### config.mk
export PLATFORM = sky130hd
export DESIGN_NAME = reset_sequencer_flat
export DESIGN_NICKNAME = d
export VERILOG_FILES = /design/src/rtl/reset_sequencer_if.sv /design/src/rtl/reset_sequencer.sv /design/src/flat_wrapper.sv
export SDC_FILE = /design/constraint.sdc
export NUM_CORES = 1
export LEC_CHECK = 0
export BUFFER_PORTS_ARGS = -buffer_cell sky130_fd_sc_hd__buf_2
export CAP_MARGIN = 10
export CORE_UTILIZATION = 35
export CTS_CLUSTER_DIAMETER = 120
export DETAILED_ROUTE_END_ITERATION = 12
export PLACE_DENSITY = 0.6
export REMOVE_ABC_BUFFERS = 1
export SETUP_SLACK_MARGIN = 0.4
export SLEW_MARGIN = 20
export SYNTH_ARGS = -nofsm -noshare
export SYNTH_HDL_FRONTEND = slang
export SYNTH_SLANG_ARGS = --single-unit
### constraint.sdc
create_clock -name clk -period 3.95 [get_ports clk]
set_input_delay 0.79 -clock clk [delete_from_list [all_inputs] [get_ports clk]]
set_output_delay 0.79 -clock clk [all_outputs]
set_load 0.03 [all_outputs]
### src/rtl/reset_sequencer_if.sv
// Reset sequencer bus.
// Groups the reset request inputs and the staged reset outputs of
// reset_sequencer.
//   btn_rst     : raw pushbutton reset request, active-high, asynchronous to clk
//   soft_rst    : synchronous reset request, active-high, level
//   reset_n_out : per-stage reset outputs, active-low
//   all_ready   : 1 when every reset_n_out bit is 1
//   seq_state   : 00 ASSERT, 01 RELEASE, 10 DONE
// The master modport is the side that raises the requests and watches the
// outputs. The slave modport is the sequencer itself.
interface reset_sequencer_if #(
  parameter int NUM_OUT = 3
);
  logic               btn_rst;
  logic               soft_rst;
  logic [NUM_OUT-1:0] reset_n_out;
  logic               all_ready;
  logic [1:0]         seq_state;

  modport master (
    output btn_rst,
    output soft_rst,
    input  reset_n_out,
    input  all_ready,
    input  seq_state
  );

  modport slave (
    input  btn_rst,
    input  soft_rst,
    output reset_n_out,
    output all_ready,
    output seq_state
  );
endinterface

### src/rtl/reset_sequencer.sv
// reset_sequencer: power-on / system reset generator.
// After power-up, or after a reset request, all NUM_OUT active-low reset
// outputs are held low for HOLD cycles. They are then released one at a time
// in index order (0 first), STAGE_GAP cycles apart. Reset requests come from
// a synchronised, debounced pushbutton or from a synchronous soft reset.
// Ports:
//   clk : system clock
//   rst : asynchronous, active-high reset; clears all state
//   bus : reset_sequencer_if.slave
//         (btn_rst, soft_rst in; reset_n_out, all_ready, seq_state out)
module reset_sequencer #(
  parameter bit SIMULATION  = 1'b0,
  parameter int NUM_OUT     = 3,
  parameter int CNT_W       = 16,
  parameter int HOLD_CYCLES = 10000,
  parameter int STAGE_GAP   = 1000,
  parameter int DEBOUNCE    = 5000
) (
  input  logic              clk,
  input  logic              rst,
  reset_sequencer_if.slave  bus
);
  localparam int     HOLD    = SIMULATION ? 10 : HOLD_CYCLES;
  localparam int     GAP     = SIMULATION ? 2  : STAGE_GAP;
  localparam int     DB      = SIMULATION ? 4  : DEBOUNCE;
  localparam int     IDX_W   = $clog2(NUM_OUT + 1);
  localparam longint CNT_MAX = (longint'(1) << CNT_W) - 1;

  if (NUM_OUT < 1 || HOLD < 1 || GAP < 1 || DB < 1) begin : g_bad_range
    $error("reset_sequencer: NUM_OUT and all timing values must be >= 1");
  end
  if (longint'(HOLD - 1) > CNT_MAX || longint'(GAP - 1) > CNT_MAX ||
      longint'(DB) > CNT_MAX) begin : g_bad_width
    $error("reset_sequencer: timing values do not fit in CNT_W-bit counters");
  end

  typedef enum logic [1:0] {
    S_ASSERT  = 2'b00,
    S_RELEASE = 2'b01,
    S_DONE    = 2'b10
  } state_t;

  logic             sync1_q, btn_s_q, btn_db_q;
  logic [CNT_W-1:0] db_cnt_q;
  logic             req;

  state_t             state_q, state_d;
  logic [CNT_W-1:0]   cnt_q, cnt_d;
  logic [IDX_W-1:0]   idx_q, idx_d;
  logic [NUM_OUT-1:0] rn_q, rn_d;
  logic               rdy_q, rdy_d;

  // Button synchroniser and debouncer. The debounced state flips only after
  // DB consecutive synced samples disagree with it.
  always_ff @(posedge clk or posedge rst) begin
    if (rst) begin
      sync1_q  <= 1'b0;
      btn_s_q  <= 1'b0;
      btn_db_q <= 1'b0;
      db_cnt_q <= '0;
    end else begin
      sync1_q <= bus.btn_rst;
      btn_s_q <= sync1_q;
      if (btn_s_q != btn_db_q) begin
        if (db_cnt_q == CNT_W'(DB - 1)) begin
          btn_db_q <= btn_s_q;
          db_cnt_q <= '0;
        end else begin
          db_cnt_q <= db_cnt_q + CNT_W'(1);
        end
      end else begin
        db_cnt_q <= '0;
      end
    end
  end

  assign req = btn_db_q | bus.soft_rst;

  // Sequencer state register
  always_ff @(posedge clk or posedge rst) begin
    if (rst) begin
      state_q <= S_ASSERT;
      cnt_q   <= '0;
      idx_q   <= '0;
      rn_q    <= '0;
      rdy_q   <= 1'b0;
    end else begin
      state_q <= state_d;
      cnt_q   <= cnt_d;
      idx_q   <= idx_d;
      rn_q    <= rn_d;
      rdy_q   <= rdy_d;
    end
  end

  // Next state. A request wins over any release that falls due on the same
  // edge, so released bits only ever drop back as a whole group.
  always_comb begin
    state_d = state_q;
    cnt_d   = cnt_q;
    idx_d   = idx_q;
    rn_d    = rn_q;
    rdy_d   = rdy_q;
    unique case (state_q)
      S_ASSERT: begin
        rn_d  = '0;
        rdy_d = 1'b0;
        idx_d = '0;
        if (req) begin
          cnt_d = '0;
        end else if (cnt_q == CNT_W'(HOLD - 1)) begin
          rn_d[0] = 1'b1;
          cnt_d   = '0;
          idx_d   = IDX_W'(1);
          if (NUM_OUT == 1) begin
            rdy_d   = 1'b1;
            state_d = S_DONE;
          end else begin
            state_d = S_RELEASE;
          end
        end else begin
          cnt_d = cnt_q + CNT_W'(1);
        end
      end
      S_RELEASE: begin
        if (req) begin
          state_d = S_ASSERT;
          rn_d    = '0;
          rdy_d   = 1'b0;
          cnt_d   = '0;
          idx_d   = '0;
        end else if (cnt_q == CNT_W'(GAP - 1)) begin
          rn_d  = rn_q | (NUM_OUT'(1) << idx_q);
          cnt_d = '0;
          idx_d = idx_q + IDX_W'(1);
          if (idx_q == IDX_W'(NUM_OUT - 1)) begin
            rdy_d   = 1'b1;
            state_d = S_DONE;
          end
        end else begin
          cnt_d = cnt_q + CNT_W'(1);
        end
      end
      S_DONE: begin
        if (req) begin
          state_d = S_ASSERT;
          rn_d    = '0;
          rdy_d   = 1'b0;
          cnt_d   = '0;
          idx_d   = '0;
        end
      end
      default: begin
        state_d = S_ASSERT;
        rn_d    = '0;
        rdy_d   = 1'b0;
        cnt_d   = '0;
        idx_d   = '0;
      end
    endcase
  end

  assign bus.reset_n_out = rn_q;
  assign bus.all_ready   = rdy_q;
  assign bus.seq_state   = state_q;
endmodule

### src/flat_wrapper.sv
// flat-port wrapper written by rule: the top's interface ports become plain ports
module reset_sequencer_flat 
#(
  parameter bit SIMULATION  = 1'b0,
  parameter int NUM_OUT     = 3,
  parameter int CNT_W       = 16,
  parameter int HOLD_CYCLES = 10000,
  parameter int STAGE_GAP   = 1000,
  parameter int DEBOUNCE    = 5000
)
  (clk, rst, bus_btn_rst, bus_soft_rst, bus_reset_n_out, bus_all_ready, bus_seq_state);
  reset_sequencer_if #(.NUM_OUT(NUM_OUT)) bus_i ();
  input  logic clk;
  input  logic rst;
  input wire logic [$bits(bus_i.btn_rst)-1:0] bus_btn_rst;
  input wire logic [$bits(bus_i.soft_rst)-1:0] bus_soft_rst;
  output wire logic [$bits(bus_i.reset_n_out)-1:0] bus_reset_n_out;
  output wire logic [$bits(bus_i.all_ready)-1:0] bus_all_ready;
  output wire logic [$bits(bus_i.seq_state)-1:0] bus_seq_state;
  assign bus_i.btn_rst = bus_btn_rst;
  assign bus_i.soft_rst = bus_soft_rst;
  assign bus_reset_n_out = bus_i.reset_n_out;
  assign bus_all_ready = bus_i.all_ready;
  assign bus_seq_state = bus_i.seq_state;
  reset_sequencer #(.SIMULATION(SIMULATION), .NUM_OUT(NUM_OUT), .CNT_W(CNT_W), .HOLD_CYCLES(HOLD_CYCLES), .STAGE_GAP(STAGE_GAP), .DEBOUNCE(DEBOUNCE)) u_core (.clk(clk), .rst(rst), .bus(bus_i));
endmodule
=== After elaboration in Yosys (flattened, before gate mapping) ===
Cells that the tools add are included.

* $add $sub $neg: 3
* Eq/ne operators: 12
* Shift operators: 1
* Muxes and demuxes: 31
* Bitwise logic cells: 2
* Reduce and logical (&&, ||, !) cells: 5

{| class="wikitable"
|+ Operator list
! operator !! number
|-
| 16-bit 2-to-1 mux || 7
|-
| 16-bit one-hot mux with 3 select lines || 1
|-
| 16-bit by 1-bit adder with 16-bit output (second input constant) || 2
|-
| 2-bit 2-to-1 mux || 9
|-
| 16-bit by 10-bit equality test with 1-bit output (second input constant) || 1
|-
| 16-bit by 13-bit equality test with 1-bit output (second input constant) || 1
|-
| 16-bit by 14-bit equality test with 1-bit output (second input constant) || 1
|-
| 2-bit one-hot mux with 3 select lines || 2
|-
| 3-bit 2-to-1 mux || 3
|-
| 3-bit one-hot mux with 3 select lines || 1
|-
| 1-bit 2-to-1 mux || 7
|-
| 3-bit by 1-bit inequality test with 1-bit output (second input constant) || 2
|-
| 5-bit AND reduction || 1
|-
| 2-bit equality test (second input constant) || 2
|-
| 2-bit by 1-bit inequality test with 1-bit output (second input constant) || 2
|-
| 2-bit AND reduction || 2
|-
| 3-bit OR || 1
|-
| 3-bit AND reduction || 1
|-
| 1-bit by 2-bit << shifter with 3-bit output (first input constant) || 1
|-
| 2-bit by 1-bit adder with 2-bit output (second input constant) || 1
|-
| 2-bit by 1-bit equality test with 1-bit output (second input constant) || 1
|-
| 2-bit logical NOT || 1
|-
| 2-bit inequality test (second input constant) || 1
|-
| 1-bit one-hot mux with 2 select lines || 1
|-
| other kinds (2) || 2
|}

* Register bits: 43
* Input port bits: 4
* Logic and storage cells: 63

=== Logic depth before layout (Yosys ltp) ===
Gate-level depths: netlist (run 1).

* Depth in word-level cells: 5
* Mapped depth: 7
* Gate-level depth less buffers: 6

=== Worst setup path after synthesis (run 1) ===
Ideal clock, no wire load.

* Path type: input port to flip-flop
* Start point: in bus_soft_rst
* End point: reg u_core.cnt_q[10]
* Arrival time: 1.774 ns
* Data required time: 3.868 ns
* Setup slack: 2.094 ns
* Stages on the path: 5
* Path buffers: 1
* Path through: nor4b_4 a32o_2 buf_6 o21ai_1 a31oi_1

* Word-level cells in the longest chain between the ends: 3
* Elaborated cells between the ends (all ways): 5
* Classes of those cells: eq/ne (1); mux (3); bitwise (1)

{| class="wikitable"
|+ Ends and longest elaborated chain
! what !! RTL line !! text
|-
| start, declared || flat_wrapper.sv:16 || <nowiki>input wire logic [$bits(bus_i.soft_rst)-1:0] bus_soft_rst;</nowiki>
|-
| 1-bit OR * || reset_sequencer.sv:77 || <nowiki>assign req = btn_db_q | bus.soft_rst;</nowiki>
|-
| 16-bit 2-to-1 mux (on tied branches) || reset_sequencer.sv:126, reset_sequencer.sv:109 ||
|-
| 16-bit one-hot mux with 3 select lines || reset_sequencer.sv:104 || <nowiki>unique case (state_q)</nowiki>
|-
| end signal, assigned || reset_sequencer.sv:89 || <nowiki>cnt_q <= cnt_d;</nowiki>
|-
| end, declared || reset_sequencer.sv:48 || <nowiki>logic [CNT_W-1:0] cnt_q, cnt_d;</nowiki>
|}

Mark *: on every way between the ends. The rest lies on a longest branch, timed or not.
A chain may end at the register's enable or synchronous reset.

=== Worst setup path after layout (run 1) ===
* Start point: reg u_core.cnt_q[0]
* End point: reg u_core.cnt_q[4]

* Word-level cells in the longest chain between the ends: 4
* Elaborated cells between the ends (all ways): 8
* Classes of those cells: add/sub (1); eq/ne (2); mux (5)

{| class="wikitable"
|+ Ends and longest elaborated chain
! what !! RTL line
|-
| 16-bit by 1-bit adder with 16-bit output, or another cell as far along || reset_sequencer.sv:122, reset_sequencer.sv:141
|-
| 16-bit 2-to-1 mux (on tied branches) || reset_sequencer.sv:132, reset_sequencer.sv:111
|-
| 16-bit 2-to-1 mux (on tied branches) || reset_sequencer.sv:126, reset_sequencer.sv:109
|-
| 16-bit one-hot mux with 3 select lines * || reset_sequencer.sv:104
|}

Marks and branches as above.

==> impl_metrics.toml, run 1 <==
[run_status]
status = "complete, no violations"

[drt]
remaining_drc_errors = 0
vias = 1639
post_drt_wl_per_cell_um = 13.44
dr.pass1.iters = 5
ant_nets = 0
drt_first_iter_violations = 67
viasPerCell = 5.287
wl_um = 4167

[cts]
holdBufCountCts = 0
cts_setup_buffers = 0
ctsLongestPathBuffers = 2
cts_resized = 0
clkTransAtPathRegs_ns = 0.08
clock_sinks = 43
cts.htree.levels = 2
cts_root_buf = "clkbuf_8"
clk_latency_ns = 0.29
cts_tree = "done"
cts_buffers = 5

[placed_design]
place_congestion = 0.7660
place.detailed.hpwl_um = 2808
portBuffers = 9
pre_cts_ws_ns = 1.575

[worst_setup_path]
arrival_ns = 2.38
crit_required_ns = 4.10
crit_fanout = 24
cp-start-kind = "flop"
worst_setup_path_end_kind = "flop"
setup.worst_path.class = "flop to flop"

[finish]
fillCellCount = 618
multi_input_area_um2 = 1070
drive_gt1_share_pct = 9.787
layout_commonest_cell = "dfrtp_1"
mostFrequentLayoutCells = "dfrtp_1 (43), nand2_1 (28), nor2_1 (26), nand3_1 (14), a31oi_1 (12)"
area_growth_pct = 8.343
nets = 244
register_area_um2 = 1076
antennaDiodeCount = 0

[timing]
drv_slew = 0
slew_headroom_pct = 64.17
fin_ws_ns = 1.722
tightest_slew_ns = 0.5374
final_hold_viol_count = 0
fin_crit_ns = 2.228
rsz0062_at_grt = "false"
post-route-period-util_pct = 56.41
tns_ns = 0
fmax_mhz = 448.8
fin_skew_ns = 0.004905
whs_ns = 0.3603
final-setup-viol-count = 0

[yosys]
yosys-top-cells-area = "dfrtp_1 (48%), nand2_1 (4.7%), nor2_1 (4.4%)"
yosysSeqAreaShare_pct = 48.15
netlist_area_um2 = 2235
synth_flop_cell = "dfrtp_1"
ys_types = 37
ys_ff_latch = 43
avgSynthCellArea_um2 = 9.844
syn_inst = 227
ys_warn_count = 0
post-synth-top-area-cell = "dfrtp_1"
async_reset_ff_share_pct = 100.0
netlist.area_leader.share_pct = 48.15
synth_edf_count = 0

[die]
floorplan.io_pins = 10
chipWidth_um = 81.91
initial_core_util_pct = 37.08
row_count = 28
core-area_um2 = 6026
die_area_um2 = 6708
dieHeight_um = 81.91

[pwr]
ir_drop_mv = 0.3279
power.leakage_nw = 1.070
p_per_area_nw_per_um2 = 374.4
total_power_uw = 906.3

[global_routing]
grt.total_usage_pct = 14.39
grt_pass1_vias = 1644
gr-total-overflow = 0
grt_pass1_wl_um = 7410
grt_antenna_before_repair = 0
grt_max_degree = 44

[min_path]
hp-class = "flop to flop"

[run]
maxCapViolations = 0
## power breakdown
group	total (mW)	internal (mW)	switching (mW)	leakage [nW]
combinational	0.0768	0.0351	0.0417	0.429
sequential	0.501	0.461	0.0395	0.590
clock	0.329	0.185	0.143	0.0513
total	0.906	0.682	0.225	1.07
## sequential cells by signal, summed over array words and instances, names as in the netlist
name / flops
u_core.bus.seq_state: 2
u_core.btn_s_q: 1
u_core.cnt_q: 16
u_core.sync1_q: 1
u_core.bus.all_ready: 1
u_core.bus.reset_n_out: 3
u_core.idx_q: 2
u_core.db_cnt_q: 16
u_core.btn_db_q: 1
## worst max-delay path, cell delays in order (launching register included)
cell,delay [ns]
dfrtp_1,0.47
ha_1,0.35
nor3b_2,0.27
nand4_1,0.20
a32o_2,0.47
a41oi_1,0.27
a31oi_1,0.07
## metal layers
metal  global-route usage [%]  vias up  share of wire [%]
met2                    23.72       21                 45
met1                    17.89      781                 50
met4                    5.439        0                1.6
met3                    3.778        7                2.9
met5                        0        -                  0
li1                         -      830                  -
## cells in the mapped netlist, types with 4 or more instances
library cell  number
a21oi_1            7
a22o_1             5
a31oi_1           12
and3_1             5
dfrtp_1           43
ha_1               5
inv_1              7
nand2_1           28
nand3_1           14
nand4_1            8
nor2_1            26
nor3_1             6
o2bb2ai_1          4
xnor2_1            9
xor2_1            10
## metrics by stage
step                cells  instance area (um2)  util (%)
global placement      303                 2318     38.48
floorplan             218                 2172         -
finish                310                 2421     40.18
CTS                   310                 2421     40.18
detailed placement    303                 2318     38.48
global route          310                 2421     40.18
## path summary, 6_finish.rpt
kind                                        startpoint                            to  slack [ns]  depth (start not counted)
hold / removal                u_core.sync1_q$_DFF_PP0_      u_core.btn_s_q$_DFF_PP0_        0.36                          0
hold reg to reg               u_core.sync1_q$_DFF_PP0_      u_core.btn_s_q$_DFF_PP0_        0.36                          0
setup / recovery           u_core.cnt_q[0]$_DFFE_PP0P_   u_core.cnt_q[4]$_DFFE_PP0P_        1.72                          6
min in group asynchronous                          rst      u_core.sync1_q$_DFF_PP0_        0.62                          3
setup reg to reg           u_core.cnt_q[0]$_DFFE_PP0P_   u_core.cnt_q[4]$_DFFE_PP0P_        1.72                          6
max in group asynchronous                          rst  u_core.db_cnt_q[4]$_DFF_PP0_        2.97                          3
## layout make-up
cell class                      count  area share [%]
Tap cell                           75           3.876
Multi-Input combinational cell    168           44.19
Inverter                            7           1.085
Sequential cell                    43           44.44
Timing Repair Buffer               10           2.171
Clock inverter                      1           1.240
Clock buffer                        6           2.997
## cells by family after synthesis
kind of cell    Yosys count  synth area share [%]
flops                    43                 48.15
buf+inv                  16                 3.976
xor+xnor                 19                 7.447
compound gates           36                 11.20
fa+ha+maj                 5                 2.800
mux                       1                0.5039
simple gates            107                 25.92
No activity file was read; power rests on OpenSTA's default activity.
==> inputs of run 2 (changes only) <==
- PLACE_DENSITY: 0.6 -> 0.62
- clock period: 3.95 -> 1.95 ns (I/O delays scaled with it)
==> run 2 against run 1 <==
Clock skew shrank 0.0025 ns. Wire length rose by 21%. Sequential power up 95%.
==> impl_metrics.toml, run 2 (synthesis results as in run 1) <==
[run_status]
status = "complete, no violations"

[global_routing]
grt_pass1_vias = 1836
grt_max_degree = 19
grt_antenna_before_repair = 0
grt.total_usage_pct = 16.65
gr-total-overflow = 0
grt_pass1_wl_um = 8480

[pwr]
ir_drop_mv = 0.3900
power.leakage_nw = 1.239
p_sw_uw = 498.2
seqPwrFrac_pct = 53.0
p_int_mw = 1.350
p_comb_share_pct = 17.4
total_power_mw = 1.848
clockPowerShare_pct = 29.6
swShare_pct = 26.96
p_per_area_nw_per_um2 = 656.1

[worst_setup_path]
crit_family = "compound AO/OA/AOI/OAI gates"
rr_worst_depth = 7
crit_slowest_cell = "dfrtp_1"
crit_required_ns = 2.12
slowest_delay_ns = 0.36
worst_setup_path_end_kind = "flop"
crit_fanout = 6
r2r-start = "u_core.cnt_q[0]$_DFFE_PP0P_"
arrival_ns = 1.97
r2r_slack_ns = 0.14
critPathBufInv = 1
path_cells = "ha_2, nor3b_4, nand4_1, buf_4, a32o_2, a31oi_1, a31oi_1"
setup.worst_path.class = "flop to flop"
worstReg2RegEnd = "u_core.cnt_q[9]$_DFFE_PP0P_"
cp-start-kind = "flop"
crit_top_cell = "a31oi_1"

[finish]
nets = 270
register_area_um2 = 1080
drive_gt1_share_pct = 29.39
layout_commonest_cell = "dfrtp_1"
area_growth_pct = 26.04
antennaDiodeCount = 0
multi_input_area_um2 = 1286
post-route-cell-area_um2 = 2816
fillCellCount = 560
fin_util_pct = 46.74
mostFrequentLayoutCells = "dfrtp_1 (40), nand2_1 (25), nor2_1 (22), buf_4 (20), a31oi_1 (12)"

[drt]
ant_nets = 0
wl_um = 5035
dr.pass1.iters = 4
viasPerCell = 5.582
remaining_drc_errors = 0
vias = 1881
post_drt_wl_per_cell_um = 14.94
drt_first_iter_violations = 58

[die]
initial_core_util_pct = 37.08
dieHeight_um = 81.91
core-area_um2 = 6026
chipWidth_um = 81.91
row_count = 28
floorplan.io_pins = 10
die_area_um2 = 6708

[run]
maxCapViolations = 0

[cts]
cts_root_buf = "clkbuf_8"
ctsLongestPathBuffers = 2
cts_buffers = 5
cts.htree.levels = 2
clkTransAtPathRegs_ns = 0.08
cts_tree = "done"
clock_sinks = 43
clk_latency_ns = 0.29

[placed_design]
portBuffers = 9
place.detailed.hpwl_um = 3166
place_congestion = 0.8474
placed_cell_area_um2 = 2429

[timing]
slew_headroom_pct = 63.72
fin_skew_ns = 0.002442
fmax_mhz = 553.1
drv_slew = 0
post-route-period-util_pct = 92.73
final_hold_viol_count = 0
tns_ns = 0
rsz0062_at_grt = "true"
fin_crit_ns = 1.808
final-setup-viol-count = 0
tightest_slew_ns = 0.5408

[min_path]
hp-class = "input pin to asynchronous set/reset pin"
## run 2: through the flow
stage               hold WS (ns)  instances  setup slack, ns
global placement          0.3344        316           0.1541
floorplan                 0.3312        218          0.08796
CTS                      0.07144        335           0.1727
global route              0.1022        337          0.06372
detailed placement        0.3355        316           0.1128
finish                   0.06580        337           0.1418
## run 2: what timing repair did
item	4_1_cts	5_1_grt
gates cloned	3	0
pin swaps	20	10
setup buffers	8	2
hold buffers	0	0
gates resized for setup	21	21
setup endpoints to repair	37	39
## run 2: per-layer routing
layer	routed length [um]	global-route usage (%)
met1	2261	20.25
met2	2497	27.93
met3	189	3.333
met4	87	8.070
met5	0	0
## run 2: how the worst max path moves through the flow
stage                                           start                            to  slack, ns  cells after the start
after global placement    u_core.cnt_q[1]$_DFFE_PP0P_   u_core.cnt_q[4]$_DFFE_PP0P_       0.15                      6
after floorplan           u_core.cnt_q[0]$_DFFE_PP0P_   u_core.cnt_q[4]$_DFFE_PP0P_       0.09                      6
final                     u_core.cnt_q[0]$_DFFE_PP0P_   u_core.cnt_q[9]$_DFFE_PP0P_       0.14                      7
after CTS                 u_core.cnt_q[1]$_DFFE_PP0P_  u_core.cnt_q[10]$_DFFE_PP0P_       0.17                      7
after detailed placement  u_core.cnt_q[0]$_DFFE_PP0P_   u_core.cnt_q[4]$_DFFE_PP0P_       0.11                      6
after global routing      u_core.cnt_q[0]$_DFFE_PP0P_   u_core.cnt_q[9]$_DFFE_PP0P_       0.06                      7
## run 2: cell type report
class                   count  area share [%]
clock buffers               7           2.710
repair buffers             33           8.841
clock inverters             1          0.1777
multi-input cells         171           45.67
inverters                   7          0.9329
flip-flops and latches     43           38.34
well taps                  75           3.332
## run 2: power groups by stage
stage               combinational [mW]  clock [mW]  sequential (mW)
floorplan                        0.126           0             1.01
global placement                 0.267           0            0.990
detailed placement               0.273           0            0.990
CTS                              0.308       0.567            0.975
global route                     0.354       0.614            0.986
finish                           0.322       0.546            0.979
